<file path="config.mk">
export PLATFORM = sky130hd
export DESIGN_NAME = mem_arbiter
export DESIGN_NICKNAME = d
export VERILOG_FILES = /design/src/rtl/mem_arbiter.sv
export SDC_FILE = /design/constraint.sdc
export NUM_CORES = 1
export LEC_CHECK = 0
export ABC_CLOCK_PERIOD_IN_PS = 2200
export BUFFER_PORTS_ARGS = -buffer_cell sky130_fd_sc_hd__buf_2
export CAP_MARGIN = 20
export CORE_MARGIN = 5
export CORE_UTILIZATION = 50
export DETAILED_ROUTE_END_ITERATION = 7
export PLACE_DENSITY = 0.92
export SLEW_MARGIN = 40
export SYNTH_ARGS = -nofsm -noshare
export SYNTH_HDL_FRONTEND = slang
export SYNTH_SLANG_ARGS = --single-unit
export TNS_END_PERCENT = 1
</file>
<file path="constraint.sdc">
create_clock -name clk -period 2.2 [get_ports clk]
set_input_delay 0.11 -clock clk [delete_from_list [all_inputs] [get_ports clk]]
set_output_delay 0.11 -clock clk [all_outputs]
set_load 0.1 [all_outputs]
</file>
<file path="src/rtl/mem_arbiter.sv">
// Two-master arbiter sharing one memory read/write port. Writes are buffered
// one deep per master and always win over reads; round-robin within each class.
module mem_arbiter #(
    parameter int AW = 16,
    parameter int DW = 32
) (
    input  logic          clk,
    input  logic          rst_n,
    input  logic          m0_rd_en,
    input  logic [AW-1:0] m0_rd_addr,
    output logic [DW-1:0] m0_rd_data,
    output logic          m0_rd_valid,
    input  logic          m0_wr_en,
    input  logic [AW-1:0] m0_wr_addr,
    input  logic [DW-1:0] m0_wr_data,
    input  logic          m1_rd_en,
    input  logic [AW-1:0] m1_rd_addr,
    output logic [DW-1:0] m1_rd_data,
    output logic          m1_rd_valid,
    input  logic          m1_wr_en,
    input  logic [AW-1:0] m1_wr_addr,
    input  logic [DW-1:0] m1_wr_data,
    output logic          s_rd_en,
    output logic [AW-1:0] s_rd_addr,
    input  logic [DW-1:0] s_rd_data,
    input  logic          s_rd_valid,
    output logic          s_wr_en,
    output logic [AW-1:0] s_wr_addr,
    output logic [DW-1:0] s_wr_data,
    output logic          busy,
    output logic [1:0]    wr_ovf
);

    typedef enum logic [1:0] {IDLE = 2'd0, READ = 2'd1, WRITE = 2'd2} state_t;

    state_t        r_state;
    state_t        w_next;
    logic          r_rr;
    logic          r_gnt;
    logic [1:0]    r_wb_vld;
    logic [AW-1:0] r_wb_addr [2];
    logic [DW-1:0] r_wb_data [2];
    logic [1:0]    r_wr_ovf;
    logic          r_s_rd_en;
    logic [AW-1:0] r_s_rd_addr;
    logic          r_s_wr_en;
    logic [AW-1:0] r_s_wr_addr;
    logic [DW-1:0] r_s_wr_data;

    logic [1:0]    w_wr_en_in;
    logic [AW-1:0] w_wr_addr_in [2];
    logic [DW-1:0] w_wr_data_in [2];
    logic [AW-1:0] w_rd_addr_in [2];
    logic [1:0]    w_wr_pend;
    logic [1:0]    w_rd_req;
    logic          w_grant_wr;
    logic          w_grant_rd;
    logic          w_sel;
    logic [1:0]    w_drain;

    assign w_wr_en_in      = {m1_wr_en, m0_wr_en};
    assign w_wr_addr_in[0] = m0_wr_addr;
    assign w_wr_addr_in[1] = m1_wr_addr;
    assign w_wr_data_in[0] = m0_wr_data;
    assign w_wr_data_in[1] = m1_wr_data;
    assign w_rd_addr_in[0] = m0_rd_addr;
    assign w_rd_addr_in[1] = m1_rd_addr;
    assign w_rd_req        = {m1_rd_en, m0_rd_en};
    // An incoming write pulse counts as pending so it is served ahead of a same-cycle read.
    assign w_wr_pend       = r_wb_vld | w_wr_en_in;
    assign w_drain         = {w_grant_wr & w_sel, w_grant_wr & ~w_sel};

    function automatic logic pick(input logic [1:0] req, input logic rr);
        return (req == 2'b11) ? rr : req[1];
    endfunction

    always_comb begin
        w_next     = r_state;
        w_grant_wr = 1'b0;
        w_grant_rd = 1'b0;
        w_sel      = r_rr;
        case (r_state)
            IDLE: begin
                if (|w_wr_pend) begin
                    w_grant_wr = 1'b1;
                    w_sel      = pick(w_wr_pend, r_rr);
                    w_next     = WRITE;
                end else if (|w_rd_req) begin
                    w_grant_rd = 1'b1;
                    w_sel      = pick(w_rd_req, r_rr);
                    w_next     = READ;
                end
            end
            READ:    if (s_rd_valid) w_next = IDLE;
            WRITE:   w_next = IDLE;
            default: w_next = IDLE;
        endcase
    end

    always_ff @(posedge clk or negedge rst_n) begin
        if (!rst_n) r_state <= IDLE;
        else        r_state <= w_next;
    end

    always_ff @(posedge clk or negedge rst_n) begin
        if (!rst_n) begin
            r_rr        <= 1'b0;
            r_gnt       <= 1'b0;
            r_wb_vld    <= 2'b00;
            r_wr_ovf    <= 2'b00;
            r_s_rd_en   <= 1'b0;
            r_s_rd_addr <= '0;
            r_s_wr_en   <= 1'b0;
            r_s_wr_addr <= '0;
            r_s_wr_data <= '0;
            for (int i = 0; i < 2; i++) begin
                r_wb_addr[i] <= '0;
                r_wb_data[i] <= '0;
            end
        end else begin
            r_s_wr_en <= w_grant_wr;
            if (w_grant_wr) begin
                r_s_wr_addr <= r_wb_vld[w_sel] ? r_wb_addr[w_sel] : w_wr_addr_in[w_sel];
                r_s_wr_data <= r_wb_vld[w_sel] ? r_wb_data[w_sel] : w_wr_data_in[w_sel];
            end
            if (w_grant_rd) begin
                r_s_rd_en   <= 1'b1;
                r_s_rd_addr <= w_rd_addr_in[w_sel];
                r_gnt       <= w_sel;
            end else if (r_state == READ && s_rd_valid) begin
                r_s_rd_en <= 1'b0;
            end
            if (w_grant_wr || w_grant_rd) r_rr <= ~w_sel;
            // A pulse granted straight from the inputs with an empty buffer never lands in it.
            for (int i = 0; i < 2; i++) begin
                if (w_drain[i]) r_wb_vld[i] <= 1'b0;
                if (w_wr_en_in[i]) begin
                    if (r_wb_vld[i] && !w_drain[i]) begin
                        r_wr_ovf[i] <= 1'b1;
                    end else if (r_wb_vld[i] || !w_drain[i]) begin
                        r_wb_vld[i]  <= 1'b1;
                        r_wb_addr[i] <= w_wr_addr_in[i];
                        r_wb_data[i] <= w_wr_data_in[i];
                    end
                end
            end
        end
    end

    assign m0_rd_data  = s_rd_data;
    assign m1_rd_data  = s_rd_data;
    assign m0_rd_valid = (r_state == READ) && s_rd_valid && !r_gnt;
    assign m1_rd_valid = (r_state == READ) && s_rd_valid && r_gnt;
    assign s_rd_en     = r_s_rd_en;
    assign s_rd_addr   = r_s_rd_addr;
    assign s_wr_en     = r_s_wr_en;
    assign s_wr_addr   = r_s_wr_addr;
    assign s_wr_data   = r_s_wr_data;
    assign busy        = (r_state != IDLE);
    assign wr_ovf      = r_wr_ovf;

endmodule

</file>
# ---- Yosys cells after proc, flatten, opt, wreduce, memory -nomap -nowiden
# Cells that the tools add are included.
dict set report op_classes {
  bitwise_logic 7
  n_eq_ne 5
  muxes 43
  n_lt_le_gt_ge 2
  reduce_logical 21
}
# operator n
set ops {}
lappend ops {{32-bit two-way mux} 7}
lappend ops {{16-bit two-way mux} 10}
lappend ops {{1-bit two-way mux} 22}
lappend ops {{2-bit two-way mux} 3}
lappend ops {{2-bit AND reduction} 3}
lappend ops {{3-bit AND reduction} 2}
lappend ops {{1-bit logical AND} 5}
lappend ops {{2-bit equality test (second input constant)} 2}
lappend ops {{2-bit one-hot mux with 2 select lines} 1}
lappend ops {{2-bit nonzero test} 2}
lappend ops {{2-bit OR reduction} 2}
lappend ops {{1-bit zero test} 3}
lappend ops {{1-bit logical OR} 3}
lappend ops {{3-bit != test (second input constant)} 1}
lappend ops {{1-bit inverter} 3}
lappend ops {{1-bit AND} 2}
lappend ops {{2-bit by 1-bit equality test with 1-bit output (second input constant)} 1}
lappend ops {{2-bit >= comparator (second input constant)} 1}
lappend ops {{2-bit zero test} 1}
lappend ops {{1-bit by 2-bit < comparator with 1-bit output (second input constant)} 1}
lappend ops {{2-bit != test (second input constant)} 1}
lappend ops {{1-bit inverter with 2-bit output} 1}
lappend ops {{2-bit OR} 1}
dict set report totals {
  inputBits 167
  register_bits 170
  out_inout_bits 135
}

# ---- Logic depth before layout (Yosys ltp)
dict set report depth {
  word_depth 12
  ltp_mapped 7
  depth_no_buf 5
}

# ---- Worst setup path after synthesis
# Ideal clock, no wire load.
dict set report synth_path {
  kind {flip-flop to output port}
  start {reg r_state[1]}
  end {out m0_rd_valid}
  n_path_buf 0
  stages_incl_launch_ff 3
  setup_slack_ps 216
  arrival_time_ps 1874
  path_cell_list {dfrtp_1 > nand3b_1 > nor2_1}
}
dict set report synth_via {
  elab_chain_len 3
}
# item line_no
set synth_rtl {}
lappend synth_rtl {{start: declaration} 36} ;# state_t r_state;
lappend synth_rtl {{start signal: assignment} 102} ;# else r_state <= w_next;
lappend synth_rtl {{2-bit by 1-bit equality test with 1-bit output} 152} ;# assign m0_rd_valid = (r_state == READ) && s_rd_valid && !r_gnt;
lappend synth_rtl {{1-bit logical AND (2 in series)} 152}
lappend synth_rtl {{end: declaration} 12} ;# output logic m0_rd_valid,
# No other way between the ends.

# ---- Worst setup path in the final report
dict set report layout_path {
  start {reg r_state[0]}
  end {reg r_wb_addr[13] (netlist name)}
}
dict set report layout_via {
  elab_chain_len 7
  word_cells_on_any_way 9
}
# item line_no
set layout_rtl {}
lappend layout_rtl {{2-bit zero test *} 82} ;# case (r_state)
lappend layout_rtl {{1-bit two-way mux} 82}
lappend layout_rtl {{1-bit AND *} 71} ;# assign w_drain = {w_grant_wr & w_sel, w_grant_wr & ~w_sel};
lappend layout_rtl {{1-bit zero test *} {138, 140}}
lappend layout_rtl {{1-bit logical AND} 138} ;# if (r_wb_vld[i] && !w_drain[i]) begin
lappend layout_rtl {{1-bit inverter (no source line)} n/a}
lappend layout_rtl {{3-bit AND reduction (no source line) *} n/a}
lappend layout_rtl {{end signal: indexed assignment} 142} ;# r_wb_addr[i] <= w_wr_addr_in[i];
lappend layout_rtl {{end: declaration} 41} ;# logic [AW-1:0] r_wb_addr [2];
# Every way passes the cells marked *; elsewhere a longest branch is shown, timed or not.
# A chain may end at the register's enable or synchronous reset.

==> reports/summary.md <==
## Place
• **I/O Buffers** 205
• **Detailed Place HPWL** 14000 um
• **global placement routability congestion** 0.803

## Logic synthesis
• **average size of a mapped cell** 12.4 sq um
• **post-synthesis simple-gate area fraction** 4.00%
• **Synthesis Warnings** 0
• **Synth Area in Compound Gates** 10.4%
• **area share of xor/xnor cells in the synthesized design** 0%
• **adder-cell area share of the yosys netlist** 0.238%
• **largest cells by area after synthesis** sky130_fd_sc_hd__dfrtp_1, sky130_fd_sc_hd__mux2_2, sky130_fd_sc_hd__buf_4, sky130_fd_sc_hd__mux2i_1, sky130_fd_sc_hd__mux2_1
• **share of Yosys cell area claimed by the top area cell type** 50.5%
• **synthesized netlist cell count** 677
• **synthesis-stage register bit count** 170
• **count of cell types in the netlist** 39
• **netlist area before placement** 8420 sq um
• **part of the Yosys area used for sequential elements** 50.5%
• **async set-or-reset flop fraction in the synthesized netlist** 100%
• **most used standard cells in the synthesized netlist** sky130_fd_sc_hd__dfrtp_1, sky130_fd_sc_hd__mux2_2, sky130_fd_sc_hd__buf_4, sky130_fd_sc_hd__a21oi_1
• **library cell occupying the most area in the post-synthesis netlist** sky130_fd_sc_hd__dfrtp_1
• **EDFF count, synth** 0
• **mux contribution to synthesized area** 26.0%
• **Mapped Nets** 844
• **commonest register cell after synthesis** sky130_fd_sc_hd__dfrtp_1
• **largest family of logic cells by synthesized area** multiplexers
• **most numerous cell in the Yosys netlist** sky130_fd_sc_hd__dfrtp_1

## CTS
• **CTS clock-pin slew for the worst setup and hold paths** 70 ps
• **Bufs on Longest Clock Path** 2
• **number of gates given a new drive strength after cts** 0
• **clock insertion delay at the later pin of the skew report** 440 ps
• **Inserted Clock Buffers** 17
• **clock tree from TritonCTS** yes
• **number of setup buffers added after CTS** 0
• **H-tree depth** 4
• **number of clock sinks seen by CTS** 170
• **root buffer selected by CTS** sky130_fd_sc_hd__clkbuf_16
• **number of buffers inserted for hold repair after clock tree synthesis** 130

## Routing
• **drt via density** 5.66
• **Total Wirelength** 24800 um
• **antenna-violating nets left** 0
• **residual DRC count** 0
• **WL per Instance** 21.1 um
• **number of DRC markers after the initial detailed-route iteration** 360
• **overall via count from detail_route** 6681
• **first drt pass iteration count** 5

## Pwr
• **total power divided by cell area** 1860 nW/um^2
• **overall power of the completed layout** 20.8 mW
• **Worst IR Drop VDD** 1.18 mV
• **cell leakage power** 5.17 nW

## Global routing
• **antenna violations before repair** 4
• **total overflow reported by the global router** 0
• **global-route wire length before repair** 39400 um
• **largest net degree at the start of global routing** 69
• **number of global-route vias before repair** 7320
• **GRT Overall Usage** 25.4%

## Die
• **Die ar.** 19500 sq um
• **horizontal extent of the die** 140 um
• **site row count** 47
• **number of primary I/O pins** 302
• **Core Box Area** 16500 sq um
• **die height** 140 um
• **Initial Util** 51.0%

## Setup path
• **capturing element type of the critical path** flip-flop
• **CP startpoint** r_state[0]
• **worst reg2reg setup slack** 170 ps
• **data arrival time of the critical path** 2340 ps
• **Crit Path Max Fanout** 23
• **critical register-to-register path endpoint** r_wb_addr[13]
• **nature of the critical path startpoint** flip-flop
• **required arrival time at the worst endpoint** 2510 ps
• **reg-to-reg startpoint** r_state[0]
• **depth of the most critical reg-to-reg path** 6
• **Setup CP Type** flip-flop to flip-flop

## Finish
• **area of all sequential standard cells** 4260 sq um
• **layout filler cell count** 1092
• **Total Nets Final** 1110
• **area of combinational cells with multiple inputs** 3450 sq um
• **area growth from synthesis to final layout** 32.4%
• **share of layout cells above drive strength 1** 42.1%
• **final core occ** 67.5%

## Timing
• **fmax** 0.493 GHz
• **final-report max-slew violation count** 0
• **final-layout setup total negative slack** 0 ps
• **RSZ-0062 raised after global routing** no
• **final setup violating endpoints** 0
• **Worst Clk Skew** 12.8 ps
• **crit share post-route** 92.3%
• **time the worst path needs with I/O delays and setup** 2030 ps
• **Final Hold Violating Endpoints** 0
• **remaining max-slew budget at the tightest pin** 52.0%
• **actual slew at the worst max-slew pin** 721 ps

## Worst hold path
• **Hold Path Sink** wr_ovf[1]
• **worst min path class** input pin to flip-flop
• **Cells on Worst Hold Path** 2
• **Min-Delay Startpoint** m1_wr_en

## Run
• **count of max-cap constraint violations** 0

## Status
• **run status** finished clean

## metrics by stage
stage	worst slack, ps	cell area, sq um	hold WS (ps)	std cells
floorplan	216	8420	-186	677
global placement	270	9260	142	1014
detailed placement	202	9260	151	1014
CTS	176	11100	62.5	1176
global route	54.7	11100	68.9	1180
finish	170	11100	86.3	1180
## cell type report
class,count,area share (%)
Antenna cell,4,0.0898
Multi-Input combinational cell,395,30.9
Clock buffer,18,3.94
Timing Repair Buffer,357,23.1
Clock inverter,14,1.22
Inverter,2,0.0673
Tap cell,220,2.47
Sequential cell,170,38.2
## worst max-delay path, cell delays in order, from the launching register on
cell and delay, ps:
sky130_fd_sc_hd__dfrtp_1 450, sky130_fd_sc_hd__nor2_4 210, sky130_fd_sc_hd__inv_2 120, sky130_fd_sc_hd__nor3_1 160, sky130_fd_sc_hd__nand3b_1 200, sky130_fd_sc_hd__buf_4 370
sky130_fd_sc_hd__mux2_2 390
## worst max-delay path by stage
stage                                to  cells past startpoint
final                     r_wb_addr[13]                      6
after global routing      r_wb_addr[13]                      6
after CTS                 r_wb_addr[15]                      6
after detailed placement  r_wb_addr[15]                      6
after global placement     r_wb_addr[4]                      6
after floorplan             m0_rd_valid                      2
## cell families (layout without fill, tap and decap cells)
family / Yosys count / after routing
muxes: 193 / 193
DFF: 170 / 170
AOI/OAI and AO/OA: 145 / 145
buffers and inverters: 112 / 391
and+or+nand+nor: 55 / 55
adders and majority gates: 2 / 2
other: 0 / 4
## sequential cells by signal, summed over array words and instances, names as in the netlist
signal	flops
r_wb_addr	32
r_wb_data	64
s_wr_addr	16
s_rd_en	1
s_wr_data	32
s_rd_addr	16
wr_ovf	2
r_wb_vld	2
r_rr	1
r_gnt	1
s_wr_en	1
r_state	2
## per-layer routing
metal / wire [um] / GRT usage (%) / vias to the layer above
li1: - / - / 2945
met5: 0 / 0 / -
met1: 9190 / 28.2 / 3316
met2: 13000 / 44.7 / 323
met3: 1440 / 6.76 / 97
met4: 1200 / 13.0 / 0
## power by group
group	internal (mW)	total, mW	switching, mW
Sequential	4.76	5.72	0.952
Combinational	3.84	12.1	8.24
Clock	1.61	2.96	1.35
## cells in the final DEF (no fill, tap or decap), types with 3 or more instances in the layout
| cell | count |
|---|---|
| sky130_fd_sc_hd__nand3_1 | 6 |
| sky130_fd_sc_hd__nand2_1 | 4 |
| sky130_fd_sc_hd__a21oi_1 | 50 |
| sky130_fd_sc_hd__clkbuf_16 | 17 |
| sky130_fd_sc_hd__nor2_4 | 3 |
| sky130_fd_sc_hd__nand3_2 | 11 |
| sky130_fd_sc_hd__nor2_1 | 20 |
| sky130_fd_sc_hd__buf_2 | 204 |
| sky130_fd_sc_hd__mux2_2 | 97 |
| sky130_fd_sc_hd__mux2i_1 | 48 |
| sky130_fd_sc_hd__inv_6 | 5 |
| sky130_fd_sc_hd__mux2_1 | 28 |
| sky130_fd_sc_hd__dfrtp_1 | 168 |
| sky130_fd_sc_hd__o22ai_1 | 48 |
| sky130_fd_sc_hd__o21ai_0 | 9 |
| sky130_fd_sc_hd__buf_4 | 16 |
| sky130_fd_sc_hd__a31oi_1 | 16 |
| sky130_fd_sc_hd__dlygate4sd3_1 | 130 |
| sky130_fd_sc_hd__buf_12 | 6 |
| sky130_fd_sc_hd__mux2_4 | 20 |
| sky130_fd_sc_hd__clkinvlp_4 | 5 |
| sky130_fd_sc_hd__o21ai_1 | 11 |
| sky130_fd_sc_hd__nand3b_1 | 3 |
| sky130_fd_sc_hd__diode_2 | 4 |
No activity file was read; power rests on OpenSTA's default activity.
